`src/rtl/frequency_counter_bcd.sv`:
```
// -----------------------------------------------------------------------------
// frequency_counter_bcd
//
// Gated frequency counter with a BCD result and a scan-multiplexed 7-segment
// display. The asynchronous input is synchronised, and its rising edges are
// counted in DIGITS cascaded BCD counters for period_active clock cycles. At the
// end of the gate the result is copied to the display registers. Those registers
// are scanned one digit at a time onto a shared segment bus.
//
// Parameters
//   DIGITS          number of BCD display digits (1..8)
//   PERIOD_W        width of the gate period in clock cycles
//   DEFAULT_PERIOD  gate period loaded at reset
//   SCAN_W          scan prescaler width; the digit advances when it wraps
//
// Ports
//   clk          system clock
//   reset        synchronous, active-high reset
//   signal       asynchronous input to measure
//   period       new gate period (clocks)
//   period_load  level: the pending period takes 'period' on every cycle it is high
//   segments     active-high segments, bit0=a .. bit6=g, registered
//   digit_sel    one-hot active-high digit enable, bit0 = least-significant digit
//   valid        one-cycle pulse in the cycle the display registers take a result
//   overflow     high while the displayed result overflowed
//   dbg_state    FSM state: 00 IDLE, 01 COUNT, 10 LATCH
//
// Result strobe: 'valid' is a pure producer strobe with no ready/backpressure.
// It is high for exactly one cycle. In that same cycle the new display contents
// and 'overflow' are already visible. The segment bus follows one cycle later,
// because it is registered from the display registers.
// -----------------------------------------------------------------------------
module frequency_counter_bcd #(
  parameter int DIGITS         = 3,
  parameter int PERIOD_W       = 16,
  parameter int DEFAULT_PERIOD = 1000,
  parameter int SCAN_W         = 10
) (
  input  logic                clk,
  input  logic                reset,
  input  logic                signal,
  input  logic [PERIOD_W-1:0] period,
  input  logic                period_load,
  output logic [6:0]          segments,
  output logic [DIGITS-1:0]   digit_sel,
  output logic                valid,
  output logic                overflow,
  output logic [1:0]          dbg_state
);

  localparam int IDX_W = (DIGITS > 1) ? $clog2(DIGITS) : 1;
  localparam logic [PERIOD_W-1:0] DEFAULT_P = PERIOD_W'(DEFAULT_PERIOD);
  localparam logic [IDX_W-1:0]    LAST_IDX  = IDX_W'(DIGITS - 1);

  typedef enum logic [1:0] {
    ST_IDLE  = 2'b00,
    ST_COUNT = 2'b01,
    ST_LATCH = 2'b10
  } state_t;

  // ---------------------------------------------------------------------------
  // Input path. Two synchroniser flops are followed by a history flop. The
  // rising-edge pulse is one cycle wide and is aligned to the synchronised level.
  // ---------------------------------------------------------------------------
  logic sync1;
  logic sync2;
  logic hist;
  logic sig_rise;

  always_ff @(posedge clk) begin
    if (reset) begin
      sync1 <= 1'b0;
      sync2 <= 1'b0;
      hist  <= 1'b0;
    end else begin
      sync1 <= signal;
      sync2 <= sync1;
      hist  <= sync2;
    end
  end

  assign sig_rise = sync2 & ~hist;

  // ---------------------------------------------------------------------------
  // Measurement state
  // ---------------------------------------------------------------------------
  state_t                    state;
  logic [PERIOD_W-1:0]       gate_cnt;
  logic [PERIOD_W-1:0]       period_active;
  logic [PERIOD_W-1:0]       period_pending;
  logic [DIGITS-1:0][3:0]    bcd_q;
  logic [DIGITS-1:0][3:0]    bcd_inc;
  logic                      bcd_full;
  logic                      ovf_acc;
  logic [DIGITS-1:0][3:0]    display;

  assign dbg_state = state;

  // Ripple-carry BCD increment. A carry out of the top digit can only occur
  // when every digit is 9. That case is flagged as bcd_full, so the counters
  // saturate there instead of wrapping.
  always_comb begin
    logic carry;
    bcd_inc  = bcd_q;
    bcd_full = 1'b1;
    carry    = 1'b1;
    for (int i = 0; i < DIGITS; i++) begin
      if (bcd_q[i] != 4'd9) begin
        bcd_full = 1'b0;
      end
      if (carry) begin
        if (bcd_q[i] == 4'd9) begin
          bcd_inc[i] = 4'd0;
        end else begin
          bcd_inc[i] = bcd_q[i] + 4'd1;
          carry      = 1'b0;
        end
      end
    end
  end

  // Gate FSM. A measurement takes period_active COUNT cycles plus one LATCH
  // cycle. The period is double-buffered: period_load only touches
  // period_pending, which moves into period_active at LATCH. A running gate
  // is therefore never disturbed.
  always_ff @(posedge clk) begin
    if (reset) begin
      state          <= ST_IDLE;
      gate_cnt       <= '0;
      bcd_q          <= '0;
      ovf_acc        <= 1'b0;
      display        <= '0;
      overflow       <= 1'b0;
      valid          <= 1'b0;
      period_active  <= DEFAULT_P;
      period_pending <= DEFAULT_P;
    end else begin
      valid <= 1'b0;
      if (period_load) begin
        period_pending <= period;
      end

      case (state)
        ST_IDLE: begin
          if (period_active != '0) begin
            state    <= ST_COUNT;
            gate_cnt <= '0;
          end
        end

        ST_COUNT: begin
          gate_cnt <= gate_cnt + PERIOD_W'(1);
          if (sig_rise) begin
            if (bcd_full) begin
              ovf_acc <= 1'b1;
            end else begin
              bcd_q <= bcd_inc;
            end
          end
          if (gate_cnt == period_active - PERIOD_W'(1)) begin
            state <= ST_LATCH;
          end
        end

        ST_LATCH: begin
          // An edge seen in this cycle is deliberately not counted. The
          // counters are cleared here for the next gate.
          display       <= bcd_q;
          overflow      <= ovf_acc;
          valid         <= 1'b1;
          bcd_q         <= '0;
          ovf_acc       <= 1'b0;
          gate_cnt      <= '0;
          period_active <= period_pending;
          if (period_pending != '0) begin
            state <= ST_COUNT;
          end else begin
            state <= ST_IDLE;
          end
        end

        default: begin
          state <= ST_IDLE;
        end
      endcase
    end
  end

  // ---------------------------------------------------------------------------
  // Display scan
  // ---------------------------------------------------------------------------
  logic [SCAN_W-1:0] scan_cnt;
  logic [IDX_W-1:0]  digit_idx;
  logic [3:0]        cur_digit;
  logic              cur_shown;
  logic [6:0]        seg_next;

  function automatic logic [6:0] decode_bcd(input logic [3:0] d);
    logic [6:0] s;
    case (d)
      4'd0:    s = 7'h3F;
      4'd1:    s = 7'h06;
      4'd2:    s = 7'h5B;
      4'd3:    s = 7'h4F;
      4'd4:    s = 7'h66;
      4'd5:    s = 7'h6D;
      4'd6:    s = 7'h7D;
      4'd7:    s = 7'h07;
      4'd8:    s = 7'h7F;
      4'd9:    s = 7'h6F;
      default: s = 7'h00;
    endcase
    return s;
  endfunction

  // Leading-zero blanking. Walk from the top digit downward, remembering
  // whether a nonzero digit has been seen. The selected digit is shown if
  // it is at or below the most-significant nonzero digit. Digit 0 is always
  // shown, so a zero result still reads '0'.
  always_comb begin
    logic lead;
    cur_digit = 4'd0;
    cur_shown = 1'b0;
    lead      = 1'b0;
    for (int i = DIGITS - 1; i >= 0; i--) begin
      if (display[i] != 4'd0) begin
        lead = 1'b1;
      end
      if (digit_idx == IDX_W'(i)) begin
        cur_digit = display[i];
        cur_shown = lead || (i == 0);
      end
    end

    if (overflow) begin
      seg_next = 7'h40;
    end else if (cur_shown) begin
      seg_next = decode_bcd(cur_digit);
    end else begin
      seg_next = 7'h00;
    end
  end

  // digit_sel and segments are registered from the same digit_idx, so they
  // always change together and never show a digit with its neighbour's
  // pattern.
  always_ff @(posedge clk) begin
    if (reset) begin
      scan_cnt  <= '0;
      digit_idx <= '0;
      digit_sel <= '0;
      segments  <= 7'h00;
    end else begin
      scan_cnt <= scan_cnt + SCAN_W'(1);
      if (scan_cnt == '1) begin
        if (digit_idx == LAST_IDX) begin
          digit_idx <= '0;
        end else begin
          digit_idx <= digit_idx + IDX_W'(1);
        end
      end
      digit_sel <= DIGITS'(1) << digit_idx;
      segments  <= seg_next;
    end
  end

endmodule

```
`config.mk`:
```
export PLATFORM = sky130hd
export DESIGN_NAME = frequency_counter_bcd
export DESIGN_NICKNAME = d
export VERILOG_FILES = /design/src/rtl/frequency_counter_bcd.sv
export SDC_FILE = /design/constraint.sdc
export NUM_CORES = 1
export LEC_CHECK = 0
export BUFFER_PORTS_ARGS = -buffer_cell sky130_fd_sc_hd__buf_2
export CORE_UTILIZATION = 55
export DETAILED_ROUTE_END_ITERATION = 6
export HOLD_SLACK_MARGIN = 0.1
export PLACE_DENSITY = 0.74
export SYNTH_ARGS = -nofsm -noshare
export SYNTH_HDL_FRONTEND = slang
export SYNTH_SLANG_ARGS = --single-unit
```
`constraint.sdc`:
```
create_clock -name clk -period 4.2 [get_ports clk]
set_clock_uncertainty 0.15 [all_clocks]
set_input_delay 0.42 -clock clk [delete_from_list [all_inputs] [get_ports clk]]
set_output_delay 0.42 -clock clk [all_outputs]
set_load 0.02 [all_outputs]
```
======== Yosys cells after proc, flatten, opt, wreduce, memory -nomap -nowiden ========
Memory sizes are Yosys's and may differ from the RTL's.
Index checks and enable logic that the tools add are counted.
word-level totals
  bits in registers ....................... 102
  bits in read-only memories .............. 112
  input port bits ......................... 20
  output and inout port bits .............. 14
  word-level logic and storage cells ...... 102
  memories ................................ 1
operators by class
  add/sub/neg operators ................... 7
  equality and inequality tests ........... 19
  shift operators ......................... 1
  multiplexer cells ....................... 35
  bitwise operators ....................... 3
  reduce and logical (&&, ||, !) cells .... 15
memory list
  memory           depth  width  rd ports  clocked after Yosys merged registers in  wr ports  line  text
  (no name shown)  16     7      1         0                                        0         200   case (d)
operator list
  operator                                            count
  case mux 16 bit (3 select lines)                    1
  2-to-1 mux 4 bit                                    8
  nonzero test 16 bit                                 2
  2-to-1 mux 12 bit                                   2
  case mux 12 bit (2 select lines)                    1
  adder 16 x 1 -> 16 bit, second input constant       1
  == test 16 bit                                      1
  2-to-1 mux 16 bit                                   1
  subtractor 16 x 1 -> 16 bit, second input constant  1
  2-to-1 mux 1 bit                                    15
  2-to-1 mux 7 bit                                    2
  inequality test 2 bit, second input constant        7
  adder 4 x 1 -> 4 bit, second input constant         3
  == test 4 bit, second input constant                3
  inequality test 4 bit, second input constant        3
  adder 10 x 1 -> 10 bit, second input constant       1
  == test 10 bit, second input constant               1
  AND reduction 4 bit                                 2
  nonzero test 4 bit                                  2
  2-to-1 mux 2 bit                                    3
  case mux 2 bit (3 select lines)                     1
  AND reduction 3 bit                                 2
  == test 2 x 1 -> 1 bit, second input constant       2
  == test 2 bit, second input constant                2
  other kinds (10)                                    13

======== Depth between registers and ports, before layout ========
Gate-level depths: netlist of the first run.
  depth in word-level cells ............... 7
  gate-level depth with buffers ........... 9
  mapped depth without buffers ............ 8

======== Worst setup path before layout of the first run ========
OpenSTA, ideal clock, no wires.
  kind .................................... flip-flop to flip-flop
  start point ............................. register state[0], in the netlist dbg_state[0]
  end point ............................... register bcd_q[7] (netlist name)
  setup time .............................. 0.070 ns
  arrival time ............................ 1.863 ns
  data required time ...................... 3.980 ns
  setup slack ............................. 2.117 ns
  cell stages (with the launch flop) ...... 8
  buffers on the path ..................... 2
  path through ............................ dfxtp_1 -> nand2b_1 -> clkbuf_1 -> nor3b_2 -> a31oi_1 -> clkbuf_1 -> or4_1 -> a21oi_1
between the ends
  longest elaborated chain between the ends .. 3
  elaborated cells on any way between the ends .. 8
RTL lines
  element                                                                              line  text
  from (decl)                                                                          87    state_t state;
  from (signal assigned)                                                               128   state <= ST_IDLE;
  from (signal assigned)                                                               146   state <= ST_COUNT;
  from (signal assigned)                                                               161   state <= ST_LATCH;
  == test 2 x 1 -> 1 bit / == test 2 bit (equally long branches)                       143   case (state)
  inequality test 2 bit (no source line) / nonzero test 2 bit (equally long branches)  -
  AND reduction 4 bit (no source line)                                                 -
  to (signal assigned)                                                                 157   bcd_q <= bcd_inc;
  to (decl)                                                                            91    logic [DIGITS-1:0][3:0] bcd_q;
Several ways; a longest one is shown, not always the timed one.
A chain may end at the register's enable or synchronous reset.

======== Final worst setup path of the first run ========
  start point ............................. register state[0], in the netlist dbg_state[0]
  end point ............................... register bcd_q[6] (netlist name)
Same word-level chain as after synthesis.

==> flow_metrics.py, run 1 <==
metrics = {
    "grt": {
        "grt_use_total_pct": 22.0,
        "antenna_found_initial": 0,
        "grt_pass1_vias": 3580,
        "grt_overflow_total": 0,
        "grt_first_pass_wirelength_mm": 15.8,
        "grt_max_degree": 42,
    },
    "worst_setup_path": {
        "path_cells": "nand2b_1 -> nor3b_2 -> a31oi_1 -> or4b_2 -> a21oi_1",
        "crit_arrival_ns": 2.96,
        "start_kind": "flip-flop",
        "cp-end-kind": "flip-flop",
        "required_ns": 4.35,
        "worstSetupPathType": "reg -> reg",
        "worstPathMaxFanout": 25,
        "slowest_delay_ns": 0.70,
        "slowest_stage": "or4b_2",
    },
    "clock_network": {
        "post-cts-setup-buffers": 0,
        "post_cts_resize_count": 0,
        "clock_latency_ns": 0.37,
        "postCtsHoldBufs": 7,
        "h-tree-depth": 3,
        "clk_pin_slew_ns": 0.09,
        "cts_root_buf": "clkbuf_8",
        "clock_sinks": 102,
        "clockBufferDepth": 2,
        "cts-buffers-inserted": 9,
        "cts_tree": "yes",
    },
    "floorplanning": {
        "fp.dieW_um": 95.6,
        "start_util_pct": 57.8,
        "die_h_um": 95.6,
        "num_rows": 33,
        "die_area_mm2": 0.00915,
        "core_area_mm2": 0.00834,
        "ios": 34,
    },
    "detailed_routing": {
        "wirelength_mm": 9.34,
        "viasPerCell": 5.57,
        "vias": 3975,
        "firstDrtPassIters": 4,
        "drt_iter0_markers": 202,
        "wl_per_cell_um": 13.1,
        "drc": 0,
        "antenna_left": 0,
    },
    "logic_synthesis": {
        "syn_inst": 581,
        "synth_top_family_by_area": "simple AND/OR/NAND/NOR gates",
        "synth_cell_type_count": 52,
        "ys_seq_area_share_pct": 42.3,
        "ys_ff_latch": 102,
        "syn_nets": 616,
        "synth_compound_area_share_pct": 13.2,
        "synth_fa_ha_area_share_pct": 3.89,
        "yosys.area_share.simple_pct": 26.9,
        "synth_xor_area_share_pct": 5.63,
        "muxShareOfSynthArea_pct": 4.80,
        "syn-cell-area_mm2": 0.00482,
        "postSynthAreaPerCell_um2": 8.30,
        "yosys_warnings": 0,
    },
    "sta": {
        "finalHoldViolCount": 0,
        "slew_viol_final": 0,
        "setup_violations": 0,
        "layout_min_cycle_time_ns": 2.80,
        "min_period_over_period_pct": 66.7,
        "tns_ns": 0,
        "slew_headroom_pct": 38.2,
        "hold_slack_ns": 0.141,
        "clock.fmax_mhz": 357,
        "worstMarginPinSlew_ns": 0.926,
        "rsz0062_at_grt": "false",
    },
    "hold_path": {
        "holdCritPathClass": "in -> reg",
    },
    "cells_and_area": {
        "area_delta_synth_final_pct": 9.26,
        "num-nets-final": 639,
        "fill_cells": 722,
        "antennaDiodeCount": 0,
        "drive_gt1_share_pct": 11.2,
        "layout_common_cells": "dfxtp_1, nand2_1, nor2_1",
        "layout_commonest_cell": "dfxtp_1",
    },
    "pwr": {
        "ir_drop_mv": 0.203,
        "p_leak_nw": 1.99,
        "power-per-cell-area_mw_per_mm2": 310,
        "total_power_w": 0.00164,
    },
    "run_status": {
        "status": "complete, no violations",
    },
    "place": {
        "place_congestion": 0.853,
        "hpwl_mm": 6.58,
        "port_buffers": 33,
    },
    "flow_run": {
        "drv_cap": 0,
    },
}
-- logic make-up after synthesis --
logic type,after synthesis
AND/OR/NAND/NOR,260
AO/OA/AOI/OAI,110
flip-flops,102
buffers and inverters,40
XOR/XNOR,31
multiplexers,23
adder cells (fa/ha/maj),15
-- routing by layer --
metal | wire length [um] | vias to the layer above | track usage (%)
li1 | - | 2061 | -
met1 | 4680 | 1843 | 28.6
met2 | 4230 | 62 | 36.1
met3 | 334 | 9 | 4.70
met4 | 101 | 0 | 7.34
met5 | 0 | - | 0
-- Yosys cell counts, drive strengths merged --
cell type  instances  share of area [%]
dfxtp            102                 42
and2               1               0.13
clkbuf            26                2.0
a22oi              2               0.31
or2                2               0.26
mux2i             22                4.6
a211o              6                1.1
nor2              68                5.3
or4b               1               0.21
nand4b             1               0.18
nand2b             3               0.54
o21ai             22                2.3
nand2             80                6.2
buf                6               0.60
nor3              19                2.2
nand4              3               0.39
ha                15                3.9
or3b               1               0.18
or4                4               0.78
nand3b            11                1.7
a21oi             59                6.2
nor3b              4               0.73
or3                8                1.0
and3               8                1.0
nand3             17                1.8
a22o               1               0.21
o22a               1               0.18
and4               1               0.18
a41oi              1               0.18
inv                8               0.62
a211oi             5               0.78
a31oi              6               0.78
nor4              12                1.8
a311o              1               0.21
o21a               5               0.78
xor2              10                1.8
xnor2             21                3.8
nor2b             14                1.8
and4b              2               0.42
o32ai              1               0.18
mux2               1               0.23
-- worst paths after layout --
kind                                    from            endpoint  slack (ns)  depth (start not counted)
worst min-delay path              period[15]  period_pending[15]        0.14                          3
worst max-delay path            dbg_state[0]            bcd_q[6]        1.40                          5
worst min register to register   scan_cnt[0]         scan_cnt[0]        0.29                          1
worst max register to register  dbg_state[0]            bcd_q[6]        1.40                          5
-- registers in the layout (all words and copies together) (netlist names), 2 cells and up --
name,count
bcd_q,12
dbg_state,2
digit_idx,2
digit_sel,3
display,12
gate_cnt,16
period_active,16
period_pending,16
scan_cnt,10
segments,7
-- worst max-delay path: cells and delay by family, from the launching register on --
| family | cells | cell delay [ns] |
|---|---|---|
| AOI/OAI and AO/OA | 2 | 0.47 |
| and+or+nand+nor | 3 | 1.67 |
| DFF | 1 | 0.45 |
-- cell type report --
cell class                 count  area, um^2  share of cell area [%]
clock buffer                  10         128                    2.42
clock inverter                 6        46.3                   0.878
inverter                       8        30.0                   0.570
multi-input combinational    439        2630                    49.9
sequential                   102        2040                    38.7
tap                          105         131                    2.49
timing repair buffer          44         265                    5.03
-- through the flow --
step                      worst slack [ns]  utilization [%]  std cells  instance area, um^2
after global routing                  1.19             63.2        714                 5270
after floorplan                       2.12                -        581                 4820
final                                 1.40             63.2        714                 5270
after CTS                             1.41             63.2        714                 5270
after global placement                1.48             60.3        691                 5030
after detailed placement              1.43             60.3        691                 5030
-- report_power, final --
part	leakage, nW	switching, W	total, W	internal, W
Sequential	0.830	0.0000141	0.000999	0.000985
Combinational	1.07	0.0000475	0.0000856	0.0000381
Clock	0.0829	0.000333	0.000551	0.000219
Power figures use the tool's default switching activity.
==> run 2, diff against run 1 <==
==> constraint.sdc (replaced) <==
create_clock -name clk -period 2.6 [get_ports clk]
set_clock_uncertainty 0.15 [all_clocks]
set_input_delay 0.26 -clock clk [delete_from_list [all_inputs] [get_ports clk]]
set_output_delay 0.26 -clock clk [all_outputs]
set_load 0.02 [all_outputs]
==> flow_metrics.py, run 2 (synthesis results as in run 1) <==
metrics = {
    "grt": {
        "grt_use_total_pct": 24.2,
        "grt_max_degree": 65,
        "antenna_found_initial": 0,
        "grt_first_pass_wirelength_mm": 17.2,
        "grt_overflow_total": 0,
        "grt_pass1_vias": 3730,
    },
    "worst_setup_path": {
        "crit_arrival_ns": 2.44,
        "slowest_stage": "o32ai_1",
        "cp-end-kind": "flip-flop",
        "path_cells": "ha_1 -> nand3b_1 -> or3_1 -> o32ai_1 -> o21ai_0 -> a21oi_1",
        "required_ns": 2.75,
        "r2r_slack_ns": 0.31,
        "worstSetupPathType": "reg -> reg",
        "start_kind": "flip-flop",
        "worstPathMaxFanout": 6,
        "crit_family": "compound AO/OA/AOI/OAI gates",
        "cp_num_buf_inv": 0,
        "slowest_delay_ns": 0.53,
    },
    "sta": {
        "slew_viol_final": 0,
        "fin_ws_ns": 0.315,
        "finalHoldViolCount": 0,
        "slew_headroom_pct": 54.7,
        "min_period_over_period_pct": 87.9,
        "worstMarginPinSlew_ns": 0.678,
        "clock.fmax_mhz": 438,
        "setup_violations": 0,
        "tns_ns": 0,
        "rsz0062_at_grt": "false",
        "layout_min_cycle_time_ns": 2.29,
    },
    "cells_and_area": {
        "layout_commonest_cell": "dfxtp_1",
        "num-nets-final": 655,
        "layout_common_cells": "dfxtp_1, nand2_1, nor2_1",
        "area_delta_synth_final_pct": 13.9,
        "antennaDiodeCount": 0,
        "drive_gt1_share_pct": 12.0,
        "reg_top3": "gate_cnt (16), period_active (16), period_pending (16)",
    },
    "clock_network": {
        "clockBufferDepth": 2,
        "cts-buffers-inserted": 9,
        "clk_pin_slew_ns": 0.10,
        "cts_root_buf": "clkbuf_8",
        "h-tree-depth": 3,
        "clock_latency_ns": 0.36,
        "cts_tree": "yes",
        "clock_sinks": 102,
    },
    "detailed_routing": {
        "firstDrtPassIters": 5,
        "wl_per_cell_um": 14.3,
        "antenna_left": 0,
        "viasPerCell": 5.65,
        "drc": 0,
        "drt_iter0_markers": 215,
        "wirelength_mm": 10.4,
        "vias": 4128,
    },
    "place": {
        "place_ws_ns": 0.343,
        "port_buffers": 33,
        "place_congestion": 0.796,
        "hpwl_mm": 7.01,
    },
    "floorplanning": {
        "start_util_pct": 57.8,
        "core_area_mm2": 0.00834,
        "die_h_um": 95.6,
        "num_rows": 33,
        "die_area_mm2": 0.00915,
        "fp.dieW_um": 95.6,
        "ios": 34,
    },
    "hold_path": {
        "holdCritPathClass": "in -> reg",
    },
    "flow_run": {
        "drv_cap": 0,
    },
    "pwr": {
        "power-per-cell-area_mw_per_mm2": 533,
        "p_leak_nw": 2.10,
        "ir_drop_mv": 0.355,
    },
    "run_status": {
        "status": "complete, no violations",
    },
}
## run 2: routing by layer
layer | up-vias | track usage [%] | share of wire [%]
li1 | 2088 | - | -
met4 | 0 | 9.20 | 1.4
met5 | - | 0 | 0
met1 | 1931 | 32.5 | 49
met2 | 96 | 38.1 | 45
met3 | 13 | 4.94 | 3.8
## run 2: worst paths after layout
check / to / from / cells past startpoint
max reg2reg: bcd_q[3] / bcd_q[4] / 6
min: segments[6] / reset / 2
max: bcd_q[3] / bcd_q[4] / 6
min reg2reg: scan_cnt[0] / scan_cnt[0] / 1
## run 2: what timing repair did
action	CTS	global route
setup buffers	0	0
endpoints found under the hold margin	17	0
resized for setup	0	0
hold buffers	17	0
## run 2: final cells by class
cell class | instances | area (um^2)
clock buffer | 11 | 151
clock inverter | 5 | 86.3
fill | 701 | 2850
inverter | 8 | 30.0
multi-input combinational | 439 | 2630
sequential | 102 | 2040
tap | 105 | 131
timing repair buffer | 60 | 423
## run 2: report_power, final
part	total, W	switching [W]	internal [W]
clock network	0.00115	0.000548	0.000606
logic	0.000159	0.0000838	0.0000750
registers	0.00161	0.0000225	0.00159
total	0.00293	0.000655	0.00227
## run 2: metrics by stage
| step | cells | hold slack (ns) | instance area [um^2] | utilization (%) | power (W) |
|---|---|---|---|---|---|
| after floorplan | 581 | 0.232 | 4820 | - | 0.00174 |
| after global placement | 697 | 0.267 | 5080 | 61.0 | 0.00178 |
| after detailed placement | 697 | 0.275 | 5080 | 61.0 | 0.00179 |
| after CTS | 730 | 0.141 | 5490 | 65.8 | 0.00294 |
| after global routing | 730 | 0.140 | 5490 | 65.8 | 0.00304 |
| final | 730 | 0.153 | 5490 | 65.8 | 0.00293 |
==> run 3, diff against run 2 <==
--- a/config.mk
+++ b/config.mk
@@ -10,6 +10,7 @@
 export DETAILED_ROUTE_END_ITERATION = 6
 export HOLD_SLACK_MARGIN = 0.1
 export PLACE_DENSITY = 0.74
+export REMOVE_ABC_BUFFERS = 1
 export SYNTH_ARGS = -nofsm -noshare
 export SYNTH_HDL_FRONTEND = slang
 export SYNTH_SLANG_ARGS = --single-unit
==> flow_metrics.py, run 3 (synthesis results as in run 1) <==
metrics = {
    "run_status": {
        "status": "complete, no violations",
    },
    "cells_and_area": {
        "finalNonFillerCells": 733,
        "layout_common_cells": "dfxtp_1, nand2_1, nor2_1",
        "antennaDiodeCount": 0,
        "layout_commonest_cell": "dfxtp_1",
        "fill_cells": 718,
        "drive_gt1_share_pct": 12.4,
        "reg_top3": "gate_cnt (16), period_active (16), period_pending (16)",
        "area_delta_synth_final_pct": 14.0,
        "finalInstanceArea_mm2": 0.00550,
        "multi_input_area_mm2": 0.00263,
        "num-nets-final": 658,
        "ff_latch_area_mm2": 0.00204,
    },
    "worst_setup_path": {
        "worstSetupPathType": "reg -> reg",
        "worstPathMaxFanout": 6,
        "cp_num_buf_inv": 0,
        "crit_family": "compound AO/OA/AOI/OAI gates",
        "path_cells": "ha_1 -> nand3b_1 -> or3_1 -> o32ai_1 -> o21ai_0 -> a21oi_1",
        "reg2reg_depth": 6,
        "crit_arrival_ns": 2.44,
        "r2r_slack_ns": 0.31,
        "reg2reg_from": "bcd_q[4]",
        "slowest_stage": "o32ai_1",
        "slowest_delay_ns": 0.58,
        "r2r-end": "bcd_q[2]",
        "required_ns": 2.74,
        "start_kind": "flip-flop",
        "cp-end-kind": "flip-flop",
    },
    "clock_network": {
        "post_cts_resize_count": 0,
        "clockBufferDepth": 2,
        "h-tree-depth": 3,
        "clock_latency_ns": 0.36,
        "cts-buffers-inserted": 9,
        "cts_root_buf": "clkbuf_8",
        "cts_tree": "yes",
        "clk_pin_slew_ns": 0.10,
        "clock_sinks": 102,
    },
    "grt": {
        "grt_first_pass_wirelength_mm": 17.2,
        "grt_use_total_pct": 24.1,
        "antenna_found_initial": 0,
        "grt_overflow_total": 0,
        "grt_max_degree": 41,
        "grt_pass1_vias": 3846,
    },
    "detailed_routing": {
        "wl_per_cell_um": 14.3,
        "vias": 4146,
        "drt_iter0_markers": 149,
        "firstDrtPassIters": 4,
        "drc": 0,
        "antenna_left": 0,
        "viasPerCell": 5.66,
        "wirelength_mm": 10.5,
    },
    "place": {
        "placed_area_mm2": 0.00509,
        "port_buffers": 33,
        "hpwl_mm": 7.31,
        "place_congestion": 0.859,
        "placed_cells": 700,
        "place_ws_ns": 0.352,
    },
    "floorplanning": {
        "fp.dieW_um": 95.6,
        "start_util_pct": 57.8,
        "num_rows": 33,
        "die_area_mm2": 0.00915,
        "core_area_mm2": 0.00834,
        "die_h_um": 95.6,
        "ios": 34,
    },
    "sta": {
        "clock.fmax_mhz": 436,
        "worstMarginPinSlew_ns": 0.631,
        "tns_ns": 0,
        "finalHoldViolCount": 0,
        "slew_viol_final": 0,
        "slew_headroom_pct": 57.9,
        "rsz0062_at_grt": "false",
        "layout_min_cycle_time_ns": 2.29,
        "min_period_over_period_pct": 88.2,
        "fin_ws_ns": 0.306,
        "setup_violations": 0,
    },
    "hold_path": {
        "min_from": "reset",
        "whs_endpoint": "display[6]",
        "holdCritPathClass": "in -> reg",
        "worstHoldPathCells": 2,
    },
    "pwr": {
        "power-per-cell-area_mw_per_mm2": 533,
        "total_power_w": 0.00293,
        "ir_drop_mv": 0.527,
        "p_leak_nw": 2.11,
    },
    "flow_run": {
        "drv_cap": 0,
    },
}
run 3: cell types whose count changed in the layout (fill, tap and decap cells not counted), sizes merged:
cell,previous run,this run
inv,11,12
buf,43,46
clkbuf,11,10
run 3: final cells by class:
| class | instances | share of cell area (%) |
|---|---|---|
| Clock inverter | 6 | 1.77 |
| Clock buffer | 10 | 2.50 |
| Sequential cell | 102 | 37.1 |
| Timing Repair Buffer | 63 | 7.87 |
| Multi-Input combinational cell | 439 | 47.8 |
| Inverter | 8 | 0.546 |
| Tap cell | 105 | 2.39 |
run 3: per-stage QoR:
stage / utilization [%] / hold slack [ns]
floorplan: - / 0.179
global placement: 61.1 / 0.264
detailed placement: 61.1 / 0.276
CTS: 65.9 / 0.189
global route: 65.9 / 0.202
finish: 65.9 / 0.201
run 3: what timing repair did:
| item | in CTS | in global routing |
|---|---|---|
| buffers inserted | 0 | 0 |
| hold buffers | 17 | 0 |
| hold endpoints to repair | 17 | 0 |
run 3: report_power, final:
group	switching, W	total (W)	internal [W]	leakage, nW
registers	0.0000218	0.00161	0.00159	0.830
logic	0.0000838	0.000158	0.0000739	1.16
clock network	0.000571	0.00116	0.000586	0.120
run 3: worst max-delay path by stage:
stage,start,to,slack [ns],cells past startpoint
floorplan,dbg_state[1],bcd_q[6],-0.74,4
global placement,period_active[6],dbg_state[0],0.45,6
detailed placement,bcd_q[4],bcd_q[5],0.35,8
CTS,bcd_q[4],bcd_q[2],0.31,6
global route,bcd_q[4],bcd_q[2],0.1,6
finish,bcd_q[4],bcd_q[2],0.31,6
run 3: layer usage:
layer  global-route usage, %  part of all wire, %
met3                    5.26                  3.5
met1                    28.4                   43
met2                    43.7                   52
met5                       0                    0
met4                    6.72                  1.3
